<file path="src/rtl/program_loader_pkg.sv">
// Shared types for the boot program loader.
//   loader_state_t : loader FSM states
//   BYTES_PER_WORD : bytes packed into one instruction word
//   word_t         : instruction word
package loader_pkg;

    typedef enum logic [2:0] {IDLE, LEN, LOAD, RUN, ERR} loader_state_t;

    localparam int BYTES_PER_WORD = 4;

    typedef logic [31:0] word_t;

endpackage

</file>
<file path="src/rtl/program_loader_if.sv">
// Handshake/bus bundle between the loader, the UART receiver, instruction
// memory and the core.
//   start, rx_data, rx_valid        : boot request and incoming byte stream
//   imem_we, imem_addr, imem_wdata  : instruction memory write port
//   cpu_rst_n                       : core reset (0 holds the core)
//   pass_data, pass_valid           : post-program bytes forwarded to the core
//   busy, err                       : status
// Modports: slave = the loader, master = its environment.
interface program_loader_if #(
    parameter int INST_MEM_WIDTH = 14
);
    logic                      start;
    logic [7:0]                rx_data;
    logic                      rx_valid;
    logic                      imem_we;
    logic [INST_MEM_WIDTH-1:0] imem_addr;
    logic [31:0]               imem_wdata;
    logic                      cpu_rst_n;
    logic [7:0]                pass_data;
    logic                      pass_valid;
    logic                      busy;
    logic                      err;

    modport slave (
        input  start, rx_data, rx_valid,
        output imem_we, imem_addr, imem_wdata, cpu_rst_n,
               pass_data, pass_valid, busy, err
    );

    modport master (
        output start, rx_data, rx_valid,
        input  imem_we, imem_addr, imem_wdata, cpu_rst_n,
               pass_data, pass_valid, busy, err
    );
endinterface

</file>
<file path="src/rtl/program_loader_word_packer.sv">
// word_packer: shifts bytes in big-endian order and pulses word_valid for one
// cycle after the 4th byte of each group.
//   CLK, RST_N  : clock, synchronous active-low reset
//   clear       : restart the byte count (a byte arriving with clear becomes byte 0)
//   byte_data   : incoming byte
//   byte_valid  : byte_data strobe
//   word        : packed word (stable while word_valid is high)
//   word_valid  : one-cycle strobe, word complete
module word_packer
    import loader_pkg::*;
(
    input  logic       CLK,
    input  logic       RST_N,
    input  logic       clear,
    input  logic [7:0] byte_data,
    input  logic       byte_valid,
    output word_t      word,
    output logic       word_valid
);

    logic [1:0] byte_cnt;

    // NOTE: sequential state uses non-blocking assignments so every register
    // samples pre-edge values regardless of statement order.
    always_ff @(posedge CLK) begin
        if (!RST_N) begin
            byte_cnt   <= '0;
            word       <= '0;
            word_valid <= 1'b0;
        end else begin
            word_valid <= 1'b0;
            if (clear) begin
                // A byte arriving on the LEN->LOAD handoff is the first program byte.
                byte_cnt <= byte_valid ? 2'd1 : 2'd0;
                if (byte_valid)
                    word <= {word[23:0], byte_data};
            end else if (byte_valid) begin
                // Shifting left puts the first byte of the group in [31:24].
                word       <= {word[23:0], byte_data};
                byte_cnt   <= byte_cnt + 2'd1;
                word_valid <= (byte_cnt == 2'(BYTES_PER_WORD - 1));
            end
        end
    end

endmodule

</file>
<file path="src/rtl/program_loader.sv">
// program_loader: boot sequencer. On start it reads a 4-byte big-endian word
// count N, packs the following bytes into N words written to instruction
// memory from address 0, then releases the core. Later bytes are forwarded
// to the core with one cycle of latency.
//   CLK, RST_N : clock, synchronous active-low reset
//   bus        : program_loader_if.slave (see interface for signal list)
// Build option: define PROGRAM_LOADER_TIMEOUT_EN to abort LEN/LOAD into ERR
// after TIMEOUT_CYCLES idle cycles between bytes.
module program_loader
    import loader_pkg::*;
#(
    parameter int INST_MEM_WIDTH = 14,
    parameter int TIMEOUT_CYCLES = 1000000
) (
    input  logic             CLK,
    input  logic             RST_N,
    program_loader_if.slave  bus
);

    localparam word_t MAX_WORDS = word_t'(1) << INST_MEM_WIDTH;

    loader_state_t           state, state_next;
    word_t                   packed_word;
    logic                    packed_valid;
    logic [INST_MEM_WIDTH:0] word_cnt;    // index of the next word to write
    logic [INST_MEM_WIDTH:0] word_total;  // N, up to and including 2**INST_MEM_WIDTH
    logic                    start_ok, loading, len_done, last_write, timed_out;

    assign loading    = (state == LEN) || (state == LOAD);
    assign start_ok   = bus.start && (state == IDLE || state == RUN || state == ERR);
    assign len_done   = (state == LEN) && packed_valid;
    assign last_write = (state == LOAD) && packed_valid && (word_cnt == word_total - 1'b1);

    word_packer u_packer (
        .CLK       (CLK),
        .RST_N     (RST_N),
        .clear     (start_ok || len_done),
        .byte_data (bus.rx_data),
        .byte_valid(bus.rx_valid && loading),
        .word      (packed_word),
        .word_valid(packed_valid)
    );

`ifdef PROGRAM_LOADER_TIMEOUT_EN
    logic [31:0] idle_cnt;

    always_ff @(posedge CLK) begin
        if (!RST_N)
            idle_cnt <= '0;
        else if (!loading || bus.rx_valid)
            idle_cnt <= '0;
        else
            idle_cnt <= idle_cnt + 32'd1;
    end

    assign timed_out = loading && !bus.rx_valid && (idle_cnt == 32'(TIMEOUT_CYCLES - 1));
`else
    // Never true: the idle timer is compiled out.
    assign timed_out = (TIMEOUT_CYCLES < 0);
`endif

    // State register.
    always_ff @(posedge CLK) begin
        if (!RST_N)
            state <= IDLE;
        else
            state <= state_next;
    end

    // Next-state logic.
    // NOTE: every combinational output gets a default first so no path
    // leaves it unassigned and a latch cannot be inferred.
    always_comb begin
        state_next = state;
        unique case (state)
            IDLE: if (bus.start) state_next = LEN;
            LEN: begin
                if (timed_out)
                    state_next = ERR;
                else if (packed_valid) begin
                    if (packed_word == '0)
                        state_next = RUN;
                    else if (packed_word > MAX_WORDS)
                        state_next = ERR;
                    else
                        state_next = LOAD;
                end
            end
            LOAD: begin
                if (timed_out)
                    state_next = ERR;
                else if (last_write)
                    state_next = RUN;
            end
            RUN, ERR: if (bus.start) state_next = LEN;
            default: state_next = IDLE;
        endcase
    end

    // Word counter and latched word count.
    always_ff @(posedge CLK) begin
        if (!RST_N) begin
            word_cnt   <= '0;
            word_total <= '0;
        end else begin
            if (start_ok)
                word_cnt <= '0;
            else if ((state == LOAD) && packed_valid)
                word_cnt <= word_cnt + 1'b1;
            if (len_done)
                word_total <= packed_word[INST_MEM_WIDTH:0];
        end
    end

    // Post-program pass-through; start in the same cycle wins and drops the byte.
    always_ff @(posedge CLK) begin
        if (!RST_N) begin
            bus.pass_valid <= 1'b0;
            bus.pass_data  <= '0;
        end else begin
            bus.pass_valid <= (state == RUN) && bus.rx_valid && !bus.start;
            if ((state == RUN) && bus.rx_valid && !bus.start)
                bus.pass_data <= bus.rx_data;
        end
    end

    // Output decode.
    always_comb begin
        bus.imem_we    = (state == LOAD) && packed_valid;
        bus.imem_addr  = word_cnt[INST_MEM_WIDTH-1:0];
        bus.imem_wdata = packed_word;
        bus.cpu_rst_n  = (state == RUN);
        bus.busy       = loading;
        bus.err        = (state == ERR);
    end

endmodule

</file>
<file path="src/flat_wrapper.sv">
// flat-port wrapper written by rule: the top's interface ports become plain ports
module program_loader_flat import loader_pkg::*;
#(
    parameter int INST_MEM_WIDTH = 14,
    parameter int TIMEOUT_CYCLES = 1000000
)
  (CLK, RST_N, bus_start, bus_rx_data, bus_rx_valid, bus_imem_we, bus_imem_addr, bus_imem_wdata, bus_cpu_rst_n, bus_pass_data, bus_pass_valid, bus_busy, bus_err);
  program_loader_if #(.INST_MEM_WIDTH(INST_MEM_WIDTH)) bus_i ();
  input  logic CLK;
  input  logic RST_N;
  input wire logic [$bits(bus_i.start)-1:0] bus_start;
  input wire logic [$bits(bus_i.rx_data)-1:0] bus_rx_data;
  input wire logic [$bits(bus_i.rx_valid)-1:0] bus_rx_valid;
  output wire logic [$bits(bus_i.imem_we)-1:0] bus_imem_we;
  output wire logic [$bits(bus_i.imem_addr)-1:0] bus_imem_addr;
  output wire logic [$bits(bus_i.imem_wdata)-1:0] bus_imem_wdata;
  output wire logic [$bits(bus_i.cpu_rst_n)-1:0] bus_cpu_rst_n;
  output wire logic [$bits(bus_i.pass_data)-1:0] bus_pass_data;
  output wire logic [$bits(bus_i.pass_valid)-1:0] bus_pass_valid;
  output wire logic [$bits(bus_i.busy)-1:0] bus_busy;
  output wire logic [$bits(bus_i.err)-1:0] bus_err;
  assign bus_i.start = bus_start;
  assign bus_i.rx_data = bus_rx_data;
  assign bus_i.rx_valid = bus_rx_valid;
  assign bus_imem_we = bus_i.imem_we;
  assign bus_imem_addr = bus_i.imem_addr;
  assign bus_imem_wdata = bus_i.imem_wdata;
  assign bus_cpu_rst_n = bus_i.cpu_rst_n;
  assign bus_pass_data = bus_i.pass_data;
  assign bus_pass_valid = bus_i.pass_valid;
  assign bus_busy = bus_i.busy;
  assign bus_err = bus_i.err;
  program_loader #(.INST_MEM_WIDTH(INST_MEM_WIDTH), .TIMEOUT_CYCLES(TIMEOUT_CYCLES)) u_core (.CLK(CLK), .RST_N(RST_N), .bus(bus_i));
endmodule
</file>
<file path="config.mk">
export PLATFORM = sky130hd
export DESIGN_NAME = program_loader_flat
export DESIGN_NICKNAME = d
export VERILOG_FILES = /design/src/rtl/program_loader_pkg.sv /design/src/rtl/program_loader_if.sv /design/src/rtl/program_loader_word_packer.sv /design/src/rtl/program_loader.sv /design/src/flat_wrapper.sv
export SDC_FILE = /design/constraint.sdc
export NUM_CORES = 1
export LEC_CHECK = 0
export BUFFER_PORTS_ARGS = -buffer_cell sky130_fd_sc_hd__clkbuf_2
export CAP_MARGIN = 10
export CORE_MARGIN = 2
export CORE_UTILIZATION = 32
export DETAILED_ROUTE_END_ITERATION = 10
export SLEW_MARGIN = 15
export SYNTH_ARGS = -nofsm -noshare
export SYNTH_HDL_FRONTEND = slang
export SYNTH_SLANG_ARGS = --single-unit
</file>
<file path="constraint.sdc">
create_clock -name CLK -period 4.4 [get_ports CLK]
set_clock_uncertainty 0.05 [all_clocks]
set_input_delay 0.22 -clock CLK [delete_from_list [all_inputs] [get_ports CLK]]
set_output_delay 0.22 -clock CLK [all_outputs]
set_load 0.05 [all_outputs]
</file>
; Word-level counts from Yosys, hierarchy flattened
; Index checks and enable logic that the tools add are counted.
[op_classes]
n_reduce_logical = 19
n_bitwise = 2
mux = 9
order_cmp = 1
eq_ne = 9
add_sub_neg = 3
[op_table]
columns = op, n
row1 = $gt A32 B15 Y1 const B, 1
row2 = $logic_not A32 Y1, 1
row3 = $add A15 B1 Y15 const B, 1
row4 = $eq A15 B15 Y1, 1
row5 = $mux W3, 5
row6 = $sub A15 B1 Y15 const B, 1
row7 = $pmux W3 S3, 1
row8 = $logic_and A1 B1 Y1, 7
row9 = $eq A3 B2 Y1 const B, 2
row10 = $reduce_or A3 Y1, 2
row11 = $logic_or A1 B1 Y1, 4
row12 = $mux W2, 2
row13 = $ne A2 B1 Y1 const B, 2
row14 = $eq A3 B1 Y1 const B, 1
row15 = $eq A3 B3 Y1 const B, 1
row16 = $logic_not A3 Y1, 1
row17 = $reduce_and A3 Y1, 1
row18 = $add A2 B1 Y2 const B, 1
row19 = $eq A2 B2 Y1 const B, 1
row20 = $ne A2 B2 Y1 const B, 1
row21 = $not A1 Y1, 2
row22 = $reduce_bool A2 Y1, 1
row23 = $reduce_or A2 Y1, 1
row24 = $logic_not A1 Y1, 1
row25 = $mux W1, 1
[word_totals]
ff_bits = 77
wordCells = 51

; Depth between registers and ports, before layout
[logic_depth]
depth_word = 6
ltp_mapped = 8

; Hierarchy
; A second synthesis with hierarchy kept.
[unflattened]
hier_cells = 409
hier_area_um2 = 3832.4
[modules_own_cells]
columns = module, area_each_um2, cells_per_inst, seq_area_each_um2, instances
row1 = program_loader, 2466.1, 295, 840.8, 1
row2 = word_packer, 1366.3, 114, 700.7, 1

; Least setup slack after synthesis
; OpenSTA, ideal clock, no wires.
[synth_timing]
path_kind = reg-to-reg
from = register u_core.state[1]
to = register u_core.u_packer.word[22]
t_required_ns = 4.280
n_path_buf = 3
arrival_time_ns = 2.130
setup_ns = 0.070
slack_ns = 2.150
synth_period_minus_slack_ns = 2.250
path_stages_with_launch = 9
cell_sequence = dfxtp_1 -> buf_4 -> xnor2_1 -> nor2_1 -> and2_1 -> buf_2 -> buf_1 -> nand2_1 -> a21boi_1
[synth_via]
elab_chain_len = 3
word_cells_on_any_way = 4
[synth_rtl]
columns = element, line_no
row1 = start: declaration, program_loader.sv:22  ; loader_state_t state, state_next;
row2 = start signal: assignment, program_loader.sv:67  ; state <= state_next;
row3 = $eq A3 B1 Y1 or $eq A3 B2 Y1 (tied branches), program_loader.sv:29  ; assign loading = (state == LEN) || (state == LOAD);
row4 = $logic_or A1 B1 Y1 (*), program_loader.sv:29
row5 = net bus_busy, flat_wrapper.sv:20  ; output wire logic [$bits(bus_i.busy)-1:0] bus_busy;
row6 = $logic_and A1 B1 Y1 (*), program_loader.sv:39  ; .byte_valid(bus.rx_valid && loading),
row7 = end signal: assignment, program_loader_word_packer.sv:36  ; word <= {word[23:0], byte_data};
row8 = end signal: assignment, program_loader_word_packer.sv:39  ; word <= {word[23:0], byte_data};
row9 = end: declaration, program_loader_word_packer.sv:17  ; output word_t word,
; Mark *: on every way through the listed nets, which the timed path passes. The rest lies on a longest branch.
; A chain may end at the register's enable or synchronous reset.

; Worst setup path after layout
[layout_timing]
from = register u_core.word_total[0]
to = register u_core.state[0]
[layout_via]
elab_chain_len = 5
[layout_rtl]
columns = element, line_no
row1 = start: declaration, program_loader.sv:26  ; logic [INST_MEM_WIDTH:0] word_total;
row2 = start signal: assignment, program_loader.sv:111  ; word_total <= packed_word[INST_MEM_WIDTH:0];
row3 = $sub A15 B1 Y15, program_loader.sv:32  ; assign last_write = (state == LOAD) && packed_valid && (word_cnt == word_total - 1'b1);
row4 = $eq A15 B15 Y1, program_loader.sv:32
row5 = $logic_and A1 B1 Y1, program_loader.sv:32
row6 = $ne A2 B1 Y1 (no source line), n/a
row7 = $reduce_and A3 Y1 (no source line), n/a
; Every way passes these cells.

==> impl_metrics.json <==
{
  "final_cells": 637,
  "async_flop_share_pct": 0,
  "sw_frac_of_total_pct": 24.86,
  "grt_usage_pct": 14.22,
  "synth_compound_area_share_pct": 14.00,
  "p_comb_share_pct": 6.8,
  "fill_cells": 1164,
  "diodes": 0,
  "die_area_um2": 12670,
  "ys_types": 53,
  "grt_max_degree": 63,
  "grt_remaining_overflow": 0,
  "area_growth_pct": 16.68,
  "crit_path_end_kind": "flop",
  "portBuffers": 70,
  "max_stage_delay_ns": 0.52,
  "drv_cap": 0,
  "place_congestion": 0.8855,
  "synth-edff-count": 0,
  "syn_nets": 459,
  "cp_num_buf_inv": 1,
  "synthCells": 444,
  "cts_buffers": 9,
  "drc": 0,
  "die_x_um": 112.6,
  "final_cell_mix": "nand2_1, dfxtp_1, clkbuf_2",
  "crit_fanout": 4,
  "drt_first_iter_violations": 147,
  "design_area_um2": 4402,
  "leakage_nw": 1.696,
  "routed_via_density": 4.895,
  "cts_tree": "done",
  "layout-drive-gt1-share_pct": 20.45,
  "rsz0062_at_grt": "no",
  "synth_top_family_by_area": "simple AND/OR/NAND/NOR gates",
  "wl_per_cell_um": 13.87,
  "initial_utilization_pct": 32.90,
  "powerDensity_nw_per_um2": 362.3,
  "cts.sinks": 77,
  "wl_mm": 8.835,
  "cts.path.max_buffers": 2,
  "synth-main-ff-cell": "dfxtp_1",
  "synth_xor_area_share_pct": 8.126,
  "slew_viol_final": 0,
  "clk_pin_slew_ns": 0.06,
  "final_nets": 504,
  "drt_first_pass_iters": 6,
  "clkPwrFrac_pct": 48.1,
  "min_path_type": "in -> reg",
  "root_buffer": "clkbuf_16",
  "peakVddDrop_uv": 149.8,
  "dp.cells": 621,
  "switching_power_uw": 396.4,
  "core-area_um2": 11470,
  "antenna_found_initial": 0,
  "fin_crit_sh_pct": 49.57,
  "finalCriticalPeriod_ns": 2.181,
  "cts_htree_levels": 3,
  "whs_ns": 0.06941,
  "synth_area_um2": 3772,
  "p_seq_share_pct": 45.1,
  "yosysSeqAreaShare_pct": 40.86,
  "cp_cell_sequence": "inv_1 -> ha_1 -> or4b_4 -> nor3_4 -> a22oi_1 -> nor4_2 -> o21ai_1 -> o41ai_2",
  "clk_latency_ns": 0.33,
  "holdBufCountCts": 0,
  "synthMuxAreaShare_pct": 3.715,
  "placed_area_um2": 4094,
  "worstSetupPathType": "reg -> reg",
  "worst_pin_slew_ns": 1.111,
  "synthAdderAreaFrac_pct": 0.9950,
  "path_delay_family": "simple AND/OR/NAND/NOR gates",
  "dp_hpwl_mm": 6.283,
  "post_cts_resized": 0,
  "hold_viol_final": 0,
  "syn_area_per_cell_um2": 8.496,
  "worstPathArrival_ns": 2.37,
  "vias": 3118,
  "p_int_mw": 1.198,
  "rows": 39,
  "cp.required_ns": 4.59,
  "ant_nets": 0,
  "die_h_um": 112.6,
  "post-cts-setup-buffers": 0,
  "ys_ff_latch": 77,
  "status": "completed",
  "critPathLaunchType": "flop",
  "grt_pass1_wl_mm": 14.61,
  "ys_warn_count": 0,
  "max_slew_margin_pct": 25.73,
  "ios": 71,
  "grt_pass1_vias": 2889,
  "layout_commonest_cell": "nand2_1",
  "yosys.area_share.simple_pct": 25.80,
  "fmax_mhz": 458.5,
  "setup_viol": 0,
  "setup_tns_ns": 0,
  "crit_path_top_delay_cell": "or4b_4"
}
## worst reg2reg max path: stages (launching register included)
cell and delay (ns):
dfxtp_1 0.34, inv_1 0.07, ha_1 0.20, or4b_4 0.52, nor3_4 0.18, a22oi_1 0.11
nor4_2 0.17, o21ai_1 0.12, o41ai_2 0.33
## worst paths after layout
check	startpoint	end	slack [ns]	depth (start not counted)
worst min register to register	u_core.u_packer.word[25]	u_core.u_packer.word[25]	0.42	2
worst max-delay path	u_core.word_total[0]	u_core.state[0]	2.22	8
worst max register to register	u_core.word_total[0]	u_core.state[0]	2.22	8
worst min-delay path	bus_rx_data[7]	u_core.u_packer.word[7]	0.07	3
## per-layer routing
| layer | share of wire (%) | global-route usage, % |
|---|---|---|
| met5 | 0 | 0 |
| met4 | 1.4 | 5.285 |
| met3 | 5.4 | 4.374 |
| met2 | 44 | 21.76 |
| met1 | 49 | 18.87 |
## kinds of logic (layout without fill, tap and decap cells)
logic type | after synthesis | after routing
compound gates | 71 | 71
fa+ha+maj | 3 | 3
flops | 77 | 77
xor+xnor | 35 | 35
simple gates | 201 | 201
mux | 14 | 14
buf+inv | 43 | 93
## area by class of cell
cell class / count / area (um^2) / area share (%)
multi-input cells: 324 / 1986 / 45.11
flip-flops and latches: 77 / 1541 / 35.02
clock buffers: 10 / 239.0 / 5.429
inverters: 4 / 15.01 / 0.3411
clock inverters: 6 / 68.82 / 1.563
repair buffers: 73 / 372.9 / 8.471
well taps: 143 / 178.9 / 4.065
## through the flow
step	util, %	setup WS [ns]	power, mW
floorplan	-	2.150	0.8159
global placement	35.70	2.316	0.8427
detailed placement	35.70	2.250	0.8435
CTS	38.39	2.224	1.612
global route	38.39	2.040	1.655
finish	38.39	2.219	1.595
## flip-flops by register name, indices dropped and copies added (netlist names)
signal / flops
u_core.bus.pass_data: 8
u_core.u_packer.word: 32
u_core.u_packer.byte_cnt: 2
u_core.state: 3
u_core.u_packer.word_valid: 1
u_core.word_cnt: 15
u_core.bus.pass_valid: 1
u_core.word_total: 15
## cells in the mapped netlist (4+ instances only)
| master | count | share of area, % |
|---|---|---|
| nand2_1 | 108 | 11 |
| dfxtp_1 | 77 | 41 |
| a21boi_1 | 47 | 9.4 |
| nor2_1 | 25 | 2.5 |
| xnor2_1 | 18 | 4.2 |
| buf_4 | 17 | 3.4 |
| xor2_1 | 17 | 3.9 |
| mux2i_1 | 14 | 3.7 |
| clkbuf_1 | 13 | 1.3 |
| nor2b_1 | 11 | 1.8 |
| nor3_1 | 11 | 1.5 |
| nor4_1 | 8 | 1.3 |
| nand3_1 | 6 | 0.80 |
| and2_1 | 5 | 0.83 |
| nand3b_1 | 4 | 0.80 |
| nand4_1 | 4 | 0.66 |
| o21ai_1 | 4 | 0.53 |
## power by group through the flow
stage	clock (mW)	combinational, mW	sequential, mW
2_1_floorplan	0	0.0691	0.747
6_report	0.768	0.108	0.719
3_5_place_dp	0	0.109	0.734
5_1_grt	0.816	0.119	0.720
4_1_cts	0.784	0.109	0.719
3_3_place_gp	0	0.108	0.734
(Power assumes the default switching activity.)
